### src/rtl/mult_arb_pkg.sv
// mult_arb_pkg: shared state encoding and default sizing for mult_share_arbiter.
package mult_arb_pkg;
    localparam int NREQ_DEF    = 4;
    localparam int WIDTH_DEF   = 4;
    localparam int TIMEOUT_DEF = 32;
    typedef enum logic [2:0] {
        IDLE      = 3'd0,
        LAUNCH    = 3'd1,
        WAIT_BUSY = 3'd2,
        WAIT_DONE = 3'd3,
        RESP      = 3'd4
    } state_t;
endpackage

### src/rtl/rr_picker.sv
// rr_picker: combinational round-robin select, first set req bit at or above ptr, wrapping.
module rr_picker #(
    parameter int NREQ = 4,
    parameter int IW   = $clog2(NREQ)
) (
    input  logic [NREQ-1:0] req,
    input  logic [IW-1:0]   ptr,
    output logic            found,
    output logic [IW-1:0]   idx
);
    // Scan from the farthest offset down so the nearest hit to ptr wins.
    always_comb begin
        found = 1'b0;
        idx = '0;
        for (int k = NREQ - 1; k >= 0; k--) begin
            if (req[(int'(ptr) + k) % NREQ]) begin
                found = 1'b1;
                idx = IW'((int'(ptr) + k) % NREQ);
            end
        end
    end
endmodule

### src/rtl/mult_share_arbiter.sv
// mult_share_arbiter: round-robin sharing of one start/ready multiplier among NREQ requesters.
// Define MULT_ARB_TIMEOUT_EN to add the wait watchdog and the sticky err flag.
module mult_share_arbiter
    import mult_arb_pkg::*;
#(
    parameter int NREQ    = NREQ_DEF,
    parameter int WIDTH   = WIDTH_DEF,
    parameter int TIMEOUT = TIMEOUT_DEF
) (
    input  logic                  clk,
    input  logic                  rst,
    input  logic [NREQ-1:0]       req,
    input  logic [NREQ*WIDTH-1:0] a_in,
    input  logic [NREQ*WIDTH-1:0] b_in,
    output logic [NREQ-1:0]       gnt,
    output logic [NREQ-1:0]       done,
    output logic [2*WIDTH-1:0]    result,
    output logic                  busy,
    output logic                  mul_start,
    output logic [WIDTH-1:0]      mul_a,
    output logic [WIDTH-1:0]      mul_b,
    input  logic                  mul_ready,
    input  logic [2*WIDTH-1:0]    mul_product,
    output logic                  err
);
    localparam int IW = $clog2(NREQ);
    state_t state, state_nx;
    logic [IW-1:0] ptr, owner, idx;
    logic found, ok, to;
    logic [NREQ-1:0] oh;

    rr_picker #(.NREQ(NREQ), .IW(IW)) u_pick (
        .req(req),
        .ptr(ptr),
        .found(found),
        .idx(idx)
    );

    assign oh = NREQ'(1) << owner;
    assign ok = state == WAIT_DONE && mul_ready;

`ifdef MULT_ARB_TIMEOUT_EN
    localparam int CW = $clog2(TIMEOUT + 1);
    logic [CW-1:0] cnt;
    // A genuine completion in the same cycle as the limit takes precedence.
    assign to = (state == WAIT_BUSY || state == WAIT_DONE) && cnt == CW'(TIMEOUT - 1) && !ok;
    always_ff @(posedge clk or posedge rst) begin
        if (rst) begin
            cnt <= '0;
            err <= 1'b0;
        end else begin
            cnt <= (state == WAIT_BUSY || state == WAIT_DONE) ? cnt + 1'b1 : '0;
            if (to) err <= 1'b1;
        end
    end
`else
    assign to = 1'b0;
    assign err = 1'b0;
`endif

    always_ff @(posedge clk or posedge rst) begin
        if (rst) state <= IDLE;
        else state <= state_nx;
    end

    // WAIT_BUSY ignores a ready level left over from before the start pulse.
    always_comb begin
        state_nx = state;
        case (state)
            IDLE:      state_nx = (found && mul_ready) ? LAUNCH : IDLE;
            LAUNCH:    state_nx = WAIT_BUSY;
            WAIT_BUSY: state_nx = to ? RESP : (mul_ready ? WAIT_BUSY : WAIT_DONE);
            WAIT_DONE: state_nx = (ok || to) ? RESP : WAIT_DONE;
            RESP:      state_nx = IDLE;
            default:   state_nx = IDLE;
        endcase
    end

    always_ff @(posedge clk or posedge rst) begin
        if (rst) begin
            ptr <= '0;
            owner <= '0;
            mul_a <= '0;
            mul_b <= '0;
            result <= '0;
        end else begin
            if (state == IDLE && found && mul_ready) begin
                owner <= idx;
                mul_a <= a_in[int'(idx)*WIDTH +: WIDTH];
                mul_b <= b_in[int'(idx)*WIDTH +: WIDTH];
            end
            if (ok) result <= mul_product;
            else if (to) result <= '0;
            if (state == RESP) ptr <= (owner == IW'(NREQ - 1)) ? '0 : owner + 1'b1;
        end
    end

    always_comb begin
        busy = state != IDLE;
        mul_start = state == LAUNCH;
        gnt = busy ? oh : '0;
        done = (state == RESP) ? oh : '0;
    end
endmodule

### config.mk
export PLATFORM = sky130hd
export DESIGN_NAME = mult_share_arbiter
export DESIGN_NICKNAME = d
export VERILOG_FILES = /design/src/rtl/mult_arb_pkg.sv /design/src/rtl/rr_picker.sv /design/src/rtl/mult_share_arbiter.sv
export SDC_FILE = /design/constraint.sdc
export NUM_CORES = 1
export LEC_CHECK = 0
export ABC_AREA = 1
export ABC_CLOCK_PERIOD_IN_PS = 2200
export CORE_UTILIZATION = 41
export CTS_CLUSTER_SIZE = 16
export DETAILED_ROUTE_END_ITERATION = 10
export PLACE_DENSITY_LB_ADDON = 0.2
export SETUP_SLACK_MARGIN = 0.4
export SYNTH_ARGS = -nofsm -noshare
export SYNTH_HDL_FRONTEND = slang
export SYNTH_SLANG_ARGS = --single-unit
### constraint.sdc
create_clock -name clk -period 2.2 [get_ports clk]
set_input_delay 0.44 -clock clk [delete_from_list [all_inputs] [get_ports clk]]
set_output_delay 0.44 -clock clk [all_outputs]
set_load 0.01 [all_outputs]
=== Yosys cells after proc, flatten, opt, wreduce, memory -nomap -nowiden ===
Index checks and enable logic that the tools add are counted.

* Register bits after elaboration: 23
* Bits in latches: 0
* RAM bits: 0
* Bits in read-only memories: 0
* Bits of input ports: 47
* Memories kept: 0

* Add/subtract/negate cells: 4
* Multipliers: 0
* Div/mod/pow operators: 0
* $lt $le $gt $ge: 4
* Equal/unequal tests: 5
* Shift operators: 3
* Multiplexer cells: 26
* Bitwise gates (word level): 3
* Reduce and logical (&&, ||, !) cells: 9

{| class="wikitable"
|+ Operators with widths
! cell !! count
|-
| indexed part select 16 x 5 -> 4 bit || 2
|-
| 2-to-1 mux 1 bit || 13
|-
| < comparator 3 x 4 -> 1 bit (second input constant) || 3
|-
| case mux 3 bit (4 select lines) || 1
|-
| 2-to-1 mux 2 bit || 5
|-
| binary-select mux 1 bit (select 2 bit) || 4
|-
| 2-to-1 mux 4 bit || 2
|-
| == test 3 x 2 -> 1 bit (second input constant) || 2
|-
| OR reduction 2 bit || 3
|-
| adder 2 x 1 -> 2 bit (second input constant) || 2
|-
| adder 2 bit (second input constant) || 2
|-
| logical AND 1 bit || 4
|-
| << shifter 1 x 2 -> 4 bit (first input constant) || 1
|-
| AND 1 bit (first input constant) || 3
|-
| == test 3 x 1 -> 1 bit (second input constant) || 1
|-
| == test 3 bit (second input constant) || 1
|-
| zero test 3 bit || 1
|-
| < comparator 2 x 3 -> 1 bit (second input constant) || 1
|-
| 2-to-1 mux 3 bit || 1
|-
| nonzero test 3 bit || 1
|-
| == test 2 bit (second input constant) || 1
|}

=== Longest topological paths before layout ===
Gate-level depths: netlist of the first run.

* Depth after elaboration: 13
* Gate-level depth with buffers: 14
* Depth with buffers taken out: 13

=== Cells and area by module ===
A second synthesis of the first run with hierarchy kept.

* Cell total of the unflattened synthesis: 260
* Area total of the unflattened synthesis: 1635.3 um^2

{| class="wikitable"
|+ By module, submodules not included
! module !! times used !! cells each !! area each (um^2) !! seq. area each (um^2)
|-
| mult_share_arbiter || 1 || 214 || 1422.6 || 575.6
|-
| rr_picker || 1 || 46 || 212.7 || 0.0
|}

=== Worst setup path before layout of the first run ===
No wires, ideal clock.

* Path type: reg2reg
* From: register ptr[0]
* To: register mul_a[2]
* Arrival time: 1458 ps
* Required time: 2076 ps
* Path slack: 618 ps
* Cell stages (with the launch flop): 12
* Buffers on the path: 2
* Period minus slack after synthesis: 1582 ps
* Path through: dfrtp_1 buf_6 nand2_1 nand3_1 nand2_1 nand3_2 nand3_2 nand2_4 buf_6 or2_0 nand3_1 nand3_1

* Word-level cells in the longest chain between the ends: 10
* Elaborated cells on any way between the ends: 25

{| class="wikitable"
|+ RTL lines
! what !! line !! RTL
|-
| from (decl) || mult_share_arbiter.sv:28 || <nowiki>logic [IW-1:0] ptr, owner, idx;</nowiki>
|-
| from (signal assigned) || mult_share_arbiter.sv:94 || <nowiki>if (state == RESP) ptr <= (owner == IW'(NREQ - 1)) ? '0 : owner + 1'b1;</nowiki>
|-
| branches (longest 10 deep; another with adder 2 bit) || n/a ||
|-
| to (signal assigned) || mult_share_arbiter.sv:89 || <nowiki>mul_a <= a_in[int'(idx)*WIDTH +: WIDTH];</nowiki>
|-
| to (decl) || mult_share_arbiter.sv:20 || <nowiki>output logic [WIDTH-1:0] mul_a,</nowiki>
|}

Several ways; the timed one is not identified. The select of a mux whose other input is x is not followed.
A chain may end at the register's enable or synchronous reset.

=== Worst setup path after layout of the first run ===
* From: register ptr[0]
* To: register mul_b[2]

* Word-level cells in the longest chain between the ends: 10
* Elaborated cells on any way between the ends: 25

{| class="wikitable"
|+ RTL lines
! what !! line !! RTL
|-
| branches (longest 10 deep; another with adder 2 bit) || n/a ||
|-
| to (signal assigned) || mult_share_arbiter.sv:90 || <nowiki>mul_b <= b_in[int'(idx)*WIDTH +: WIDTH];</nowiki>
|-
| to (decl) || mult_share_arbiter.sv:21 || <nowiki>output logic [WIDTH-1:0] mul_b,</nowiki>
|}

Several ways; the timed one is not identified. The select of a mux whose other input is x is not followed.

==> summary.md, run 1 <==
STA
* **post-layout minimum cycle time** 1.83 ns
* **final slew viol count** 0
* **number of setup violations in the final report** 0
* **post-layout worst setup margin** 0.366 ns
* **setup skew after layout** 0.00201 ns
* **Final Hold Fails** 0
* **Fin Setup TNS** 0 ns
* **post-route fraction of the period consumed by the critical path** 83.4%
* **maximum achievable frequency** 545 MHz
* **setup repair after global routing missed its margin** true

Detailed routing
* **drt via density** 4.71
* **drt first pass iters** 4
* **number of remaining DRC errors** 0
* **Detailed Route Iter0 Violations** 113
* **detailed-route wire length per cell** 11.2 um
* **wire length after detailed routing** 4.31 mm
* **vias** 1813
* **antenna violation net count after detailed routing** 0

Worst hold path
* **Hold Path Origin** result[7]
* **kind of path behind the tightest hold check** reg -> reg
* **number of cells traversed by the worst hold path** 2
* **end of the worst hold path** result[7]

Yosys
* **largest area contributor in the synthesized netlist** dfrtp_1
* **predominant post-synthesis flop cell** dfrtp_1
* **post-synth top area share** 36.2%
* **number of flops mapped to enable cells by yosys** 0
* **fraction of registers with async set/reset** 100%
* **post-synthesis area per instance** 6.52 um2
* **number of warnings issued by yosys** 0
* **share of synthesized area occupied by flip-flops and latches** 36.2%
* **unique cell type count in the Yosys netlist** 26
* **nets in the synthesized netlist** 295
* **flop and latch count out of synthesis** 23
* **number of standard cells after synthesis** 244
* **total standard cell area after synthesis** 0.00159 mm2
* **cell types with the largest area share after synthesis** dfrtp_1, nand2_1, inv_1

Die
* **starting utilization of the core area** 43.1%
* **die area** 0.00414 mm2
* **number of rows in the core area** 22
* **top-level port count** 74
* **die height** 64.3 um
* **CORE AREA** 0.00369 mm2
* **DIE WIDTH** 64.3 um

Critical path
* **Critical-path top delay cell** dfrtp_2
* **slack of the worst reg-to-reg path** 0.37 ns
* **worst path required time** 2.35 ns
* **worst r2r path cells** 11
* **Worst Setup Path Type** reg -> reg
* **worst reg2reg path startpoint** ptr[0]
* **arrival time reported for the critical path endpoint** 1.98 ns
* **CP max FO** 7
* **dominant delay contributor by cell family on the critical path** simple AND/OR/NAND/NOR gates
* **critical path, cell by cell** buf_6 -> nand2_2 -> nand3_2 -> nand2_2 -> nand3_4 -> nand3_4 -> buf_4 -> nand2_4 -> or2_0 -> nand3_1 -> nand3_1
* **kind of launch point of the worst setup path** flip-flop
* **largest stage delay on the critical path** 0.48 ns
* **crit end category** flip-flop
* **r2r endpoint** mul_b[2]
* **number of buffers and inverters on the critical path** 2

Placed design
* **weighted congestion reported at the end of routability-driven placement** 0.808
* **input/output buffers** 72
* **area after detailed placement** 0.00237 mm2
* **placed wire-length estimate after detailed placement** 2.96 mm
* **worst slack at placement** -0.0416 ns

Clock tree
* **cell at the root of the clock tree** clkbuf_8
* **clock net sink count** 23
* **total CTS buffers** 3
* **CTS max path bufs** 2
* **H-tree lvl count** 1
* **TritonCTS clock tree** built
* **clock latency on the worst-skew pair** 0.26 ns
* **Clock Pin Slew Worst Setup and Hold Paths** 0.08 ns
* **hold-fix buffers at CTS** 0

Layout
* **final instance area** 0.00267 mm2
* **Final nets** 389
* **most common cell after layout, fill and taps aside** nand2_1
* **commonest non-fill, non-tap cells in the layout** nand2_1, clkdlybuf4s50_1, inv_1, nand3_1, dfrtp_1
* **n_diodes** 0
* **synth-to-layout area growth** 67.5%
* **ratio of cells with drive above 1 in the final layout** 22.6%

Pwr
* **power per unit of standard cell area** 1270 mW/mm2
* **static leakage power** 1.40 nW
* **worst-case vdd ir drop** 0.653 mV

Global routing
* **largest net degree at the start of global routing** 24
* **global-route wire length before repair** 6.80 mm
* **grt total ovfl** 0
* **initial antenna violation count** 0
* **via count of the first global-routing pass** 1631
* **overall routing resource usage** 21.0%

Outcome
* **result of the run** finished, final reports clean

Job
* **number of max-cap violations** 0

==> worst reg2reg max path, cell delays in order (launching register included) <==
cell     delay [ns]
dfrtp_2        0.48
buf_6          0.16
nand2_2        0.08
nand3_2        0.10
nand2_2        0.10
nand3_4        0.10
nand3_4        0.16
buf_4          0.16
nand2_4        0.06
or2_0          0.20
nand3_1        0.07
nand3_1        0.06
==> final cells by class <==
type                       count  area (um2)
clock inverter                 1        5.00
tap                           48        60.1
clock buffer                   3        41.3
timing repair buffer          91         828
multi-input combinational    168         957
inverter                      51         198
sequential                    23         577
fill                         306        1020
==> state kept, by name, summed over array words and instances, names as in the netlist <==
name / count
mul_a: 4
mul_b: 4
owner: 2
ptr: 2
result: 8
state: 3
==> logic make-up (layout without fill, tap and decap cells) <==
logic type | Yosys count | after routing | share of synthesized area, %
other cells | 1 | 1 | 0.236
compound gates | 11 | 11 | 4.32
simple gates | 149 | 152 | 41.4
buf+inv | 56 | 146 | 14.7
flops | 23 | 23 | 36.2
fa+ha+maj | 4 | 4 | 3.14
==> cells in the mapped netlist, types with 3 or more instances <==
library cell	n
ha_1	4
nand2_1	84
or2_0	3
nand2_2	3
nor2_1	17
inv_1	48
dfrtp_1	23
nand3_2	3
nand3_1	31
o21ai_0	3
==> report_power, final <==
group	internal (W)	switching, W
sequential	0.000617	0.000155
combinational	0.00105	0.00130
clock	0.000126	0.000131
==> layer usage <==
layer	part of all wire (%)	GRT usage, %	vias up
li1	-	-	919
met1	43	25.0	820
met2	49	36.3	66
met3	6.0	4.29	8
met4	1.9	8.89	0
met5	0	0	-
==> worst max-delay path by stage <==
stage | startpoint | slack, ns | cells after the start | end
6_report | ptr[0] | 0.37 | 11 | mul_b[2]
5_1_grt | ptr[0] | 0.27 | 11 | mul_b[2]
4_1_cts | state[1] | 0.35 | 6 | gnt[1]
3_5_place_dp | req[1] | -0.04 | 12 | mul_b[1]
3_3_place_gp | req[1] | 0.04 | 12 | mul_a[3]
2_1_floorplan | ptr[0] | 0.62 | 11 | mul_a[2]
==> through the flow <==
| step | power (W) | hold slack, ns | util [%] | std cells |
|---|---|---|---|---|
| global route | 0.00366 | 0.508 | 72.3 | 385 |
| finish | 0.00338 | 0.486 | 72.3 | 385 |
| global placement | 0.00252 | 0.462 | 64.4 | 365 |
| detailed placement | 0.00256 | 0.468 | 64.4 | 365 |
| CTS | 0.00314 | 0.478 | 69.3 | 380 |
| floorplan | 0.00192 | 0.442 | - | 244 |
==> timing repair <==
item                                    4_1_cts  5_1_grt
cloned                                        3        0
setup buffers                                 8        5
hold endpoints to repair                      0        0
endpoints found under the setup margin       19       18
pin swaps                                    16       21
resized for setup                            46       34
(Power assumes the default switching activity.)
==> inputs of run 2 (changes only) <==
--- a/config.mk
+++ b/config.mk
@@ -6,8 +6,8 @@
 export NUM_CORES = 1
 export LEC_CHECK = 0
 export ABC_AREA = 1
-export ABC_CLOCK_PERIOD_IN_PS = 2200
-export CORE_UTILIZATION = 41
+export ABC_CLOCK_PERIOD_IN_PS = 1480
+export CORE_UTILIZATION = 37
 export CTS_CLUSTER_SIZE = 16
 export DETAILED_ROUTE_END_ITERATION = 10
 export PLACE_DENSITY_LB_ADDON = 0.2
==> constraint.sdc (replaced) <==
create_clock -name clk -period 1.48 [get_ports clk]
set_input_delay 0.296 -clock clk [delete_from_list [all_inputs] [get_ports clk]]
set_output_delay 0.296 -clock clk [all_outputs]
set_load 0.01 [all_outputs]
==> summary.md, run 2 (synthesis gave the netlist of run 1 again) <==
Outcome
* **result of the run** finished with violations
* **failing checks** negative setup slack

Clock tree
* **H-tree lvl count** 1, unchanged
* **cell at the root of the clock tree** clkbuf_8
* **clock net sink count** 23, unchanged
* **total CTS buffers** 3, unchanged
* **clock latency on the worst-skew pair** 0.27 ns, about the same
* **Clock Pin Slew Worst Setup and Hold Paths** 0.09 ns, about the same
* **TritonCTS clock tree** built
* **CTS max path bufs** 2, unchanged

Critical path
* **largest stage delay on the critical path** 0.46 ns, -0.02 ns
* **CP most frequent cell** nand2_1
* **Critical-path top delay cell** dfrtp_2
* **worst path required time** 1.64 ns, -0.71 ns
* **Worst Setup Path Type** reg -> reg
* **arrival time reported for the critical path endpoint** 1.94 ns, -0.04 ns
* **critical path, cell by cell** buf_12 -> nand2_2 -> nand3_2 -> nand2_2 -> nand3_4 -> nand3_4 -> buf_4 -> nand3_1 -> nand3_1 -> nand2_1 -> nand2_1 -> nand2_1
* **kind of launch point of the worst setup path** flip-flop
* **crit end category** flip-flop
* **CP max FO** 5, -2

Die
* **starting utilization of the core area** 39.2%, -3.9 points
* **number of rows in the core area** 23, +4.5%
* **top-level port count** 74, unchanged
* **CORE AREA** 0.00406 mm2, +10%
* **die height** 67.6 um, +5.1%
* **die area** 0.00457 mm2, +10%
* **DIE WIDTH** 67.6 um, +5.1%

Layout
* **largest reg by FF count** result
* **number of flip-flops under the largest register name** 8, unchanged
* **commonest non-fill, non-tap cells in the layout** nand2_1, clkdlybuf4s50_1, inv_1, buf_4, nand3_1
* **synth-to-layout area growth** 87.3%
* **Final nets** 415, +6.7%
* **most common cell after layout, fill and taps aside** nand2_1
* **n_diodes** 0, unchanged
* **largest registers** result (8), mul_a (4), mul_b (4)
* **number of fill cells in the layout** 334, +9.2%
* **ratio of cells with drive above 1 in the final layout** 38.0%, +15 points

Placed design
* **weighted congestion reported at the end of routability-driven placement** 0.829, +2.7%
* **worst slack at placement** -0.578 ns, -0.537 ns
* **input/output buffers** 72, unchanged
* **placed wire-length estimate after detailed placement** 3.31 mm, +12%

STA
* **maximum achievable frequency** 562 MHz, +3.1%
* **post-layout worst setup margin** -0.299 ns, -0.665 ns
* **Fin Setup TNS** -3.81 ns, -3.81 ns
* **final slew viol count** 0, unchanged
* **post-layout minimum cycle time** 1.78 ns, -0.0546 ns
* **setup skew after layout** 0.00331 ns, +0.00131 ns
* **post-route fraction of the period consumed by the critical path** 120%, +37 points
* **Final Hold Fails** 0, unchanged
* **worst hold margin** 0.373 ns, -0.113 ns
* **number of setup violations in the final report** 21, +21
* **setup repair after global routing missed its margin** true

Global routing
* **global-route wire length before repair** 7.55 mm, +11%
* **overall routing resource usage** 21.8%, +0.79 points
* **largest net degree at the start of global routing** 24, unchanged
* **grt total ovfl** 0, unchanged
* **via count of the first global-routing pass** 1729, +6.0%
* **initial antenna violation count** 0, unchanged

Detailed routing
* **vias** 1910, +5.4%
* **drt first pass iters** 4, unchanged
* **Detailed Route Iter0 Violations** 96, -15%
* **wire length after detailed routing** 4.95 mm, +15%
* **drt via density** 4.62, -1.8%
* **number of remaining DRC errors** 0, unchanged
* **antenna violation net count after detailed routing** 0, unchanged
* **detailed-route wire length per cell** 12.0 um, +7.1%

Pwr
* **worst-case vdd ir drop** 0.815 mV, +25%
* **static leakage power** 1.56 nW, +12%
* **power per unit of standard cell area** 1930 mW/mm2, +52%

Worst hold path
* **kind of path behind the tightest hold check** in -> async

Job
* **number of max-cap violations** 0, unchanged

-- run 2: critical path: cells and delay by family, from the launching register on --
kind	cells	cell delay (ns)
and+or+nand+nor	10	0.90
DFF	1	0.46
buffers and inverters	2	0.31
-- run 2: layer usage --
layer,global-route usage [%],vias up,wire [um]
met3,4.39,6,242
met1,26.2,880,1980
met5,0,-,0
met4,5.32,0,54
li1,-,967,-
met2,39.1,57,2670
-- run 2: path summary, 6_finish.rpt --
check                           from        end  slack (ns)  cells past startpoint
max                           ptr[0]   mul_a[0]       -0.30                     12
min                              rst  result[7]        0.37                      3
max reg2reg                   ptr[0]   mul_a[0]       -0.30                     12
min reg2reg                result[7]  result[7]        0.49                      2
max in group asynchronous        rst     ptr[0]        0.86                      3
min in group clk           result[7]  result[7]        0.49                      2
-- run 2: what timing repair did --
item | 4_1_cts | 5_1_grt
setup buffers | 13 | 7
hold buffers | 0 | 0
pin swaps | 13 | 18
gates cloned | 2 | 2
gates resized for setup | 137 | 38
setup endpoints to repair | 47 | 48
-- run 2: cell type report --
cell class | count | area [um2] | share of cell area [%]
Clock buffer | 4 | 45.0 | 1.51
Inverter | 51 | 205 | 6.88
Multi-Input combinational cell | 167 | 1020 | 34.2
Sequential cell | 23 | 577 | 19.3
Tap cell | 50 | 62.6 | 2.10
Timing Repair Buffer | 117 | 1070 | 35.8
Timing Repair inverter | 1 | 6.26 | 0.210
-- run 2: metrics by stage --
stage	total power (W)	instances	cell area [um2]	util [%]
2_1_floorplan	0.00301	244	1670	-
3_3_place_gp	0.00427	385	2600	64.0
3_5_place_dp	0.00435	385	2600	64.0
4_1_cts	0.00516	404	2770	68.4
5_1_grt	0.00619	413	2980	73.5
6_report	0.00575	413	2980	73.5
-- run 2: power breakdown --
group | internal [W] | switching [W]
clock | 0.000192 | 0.000208
combinational | 0.00200 | 0.00222
sequential | 0.000917 | 0.000214
total | 0.00311 | 0.00264
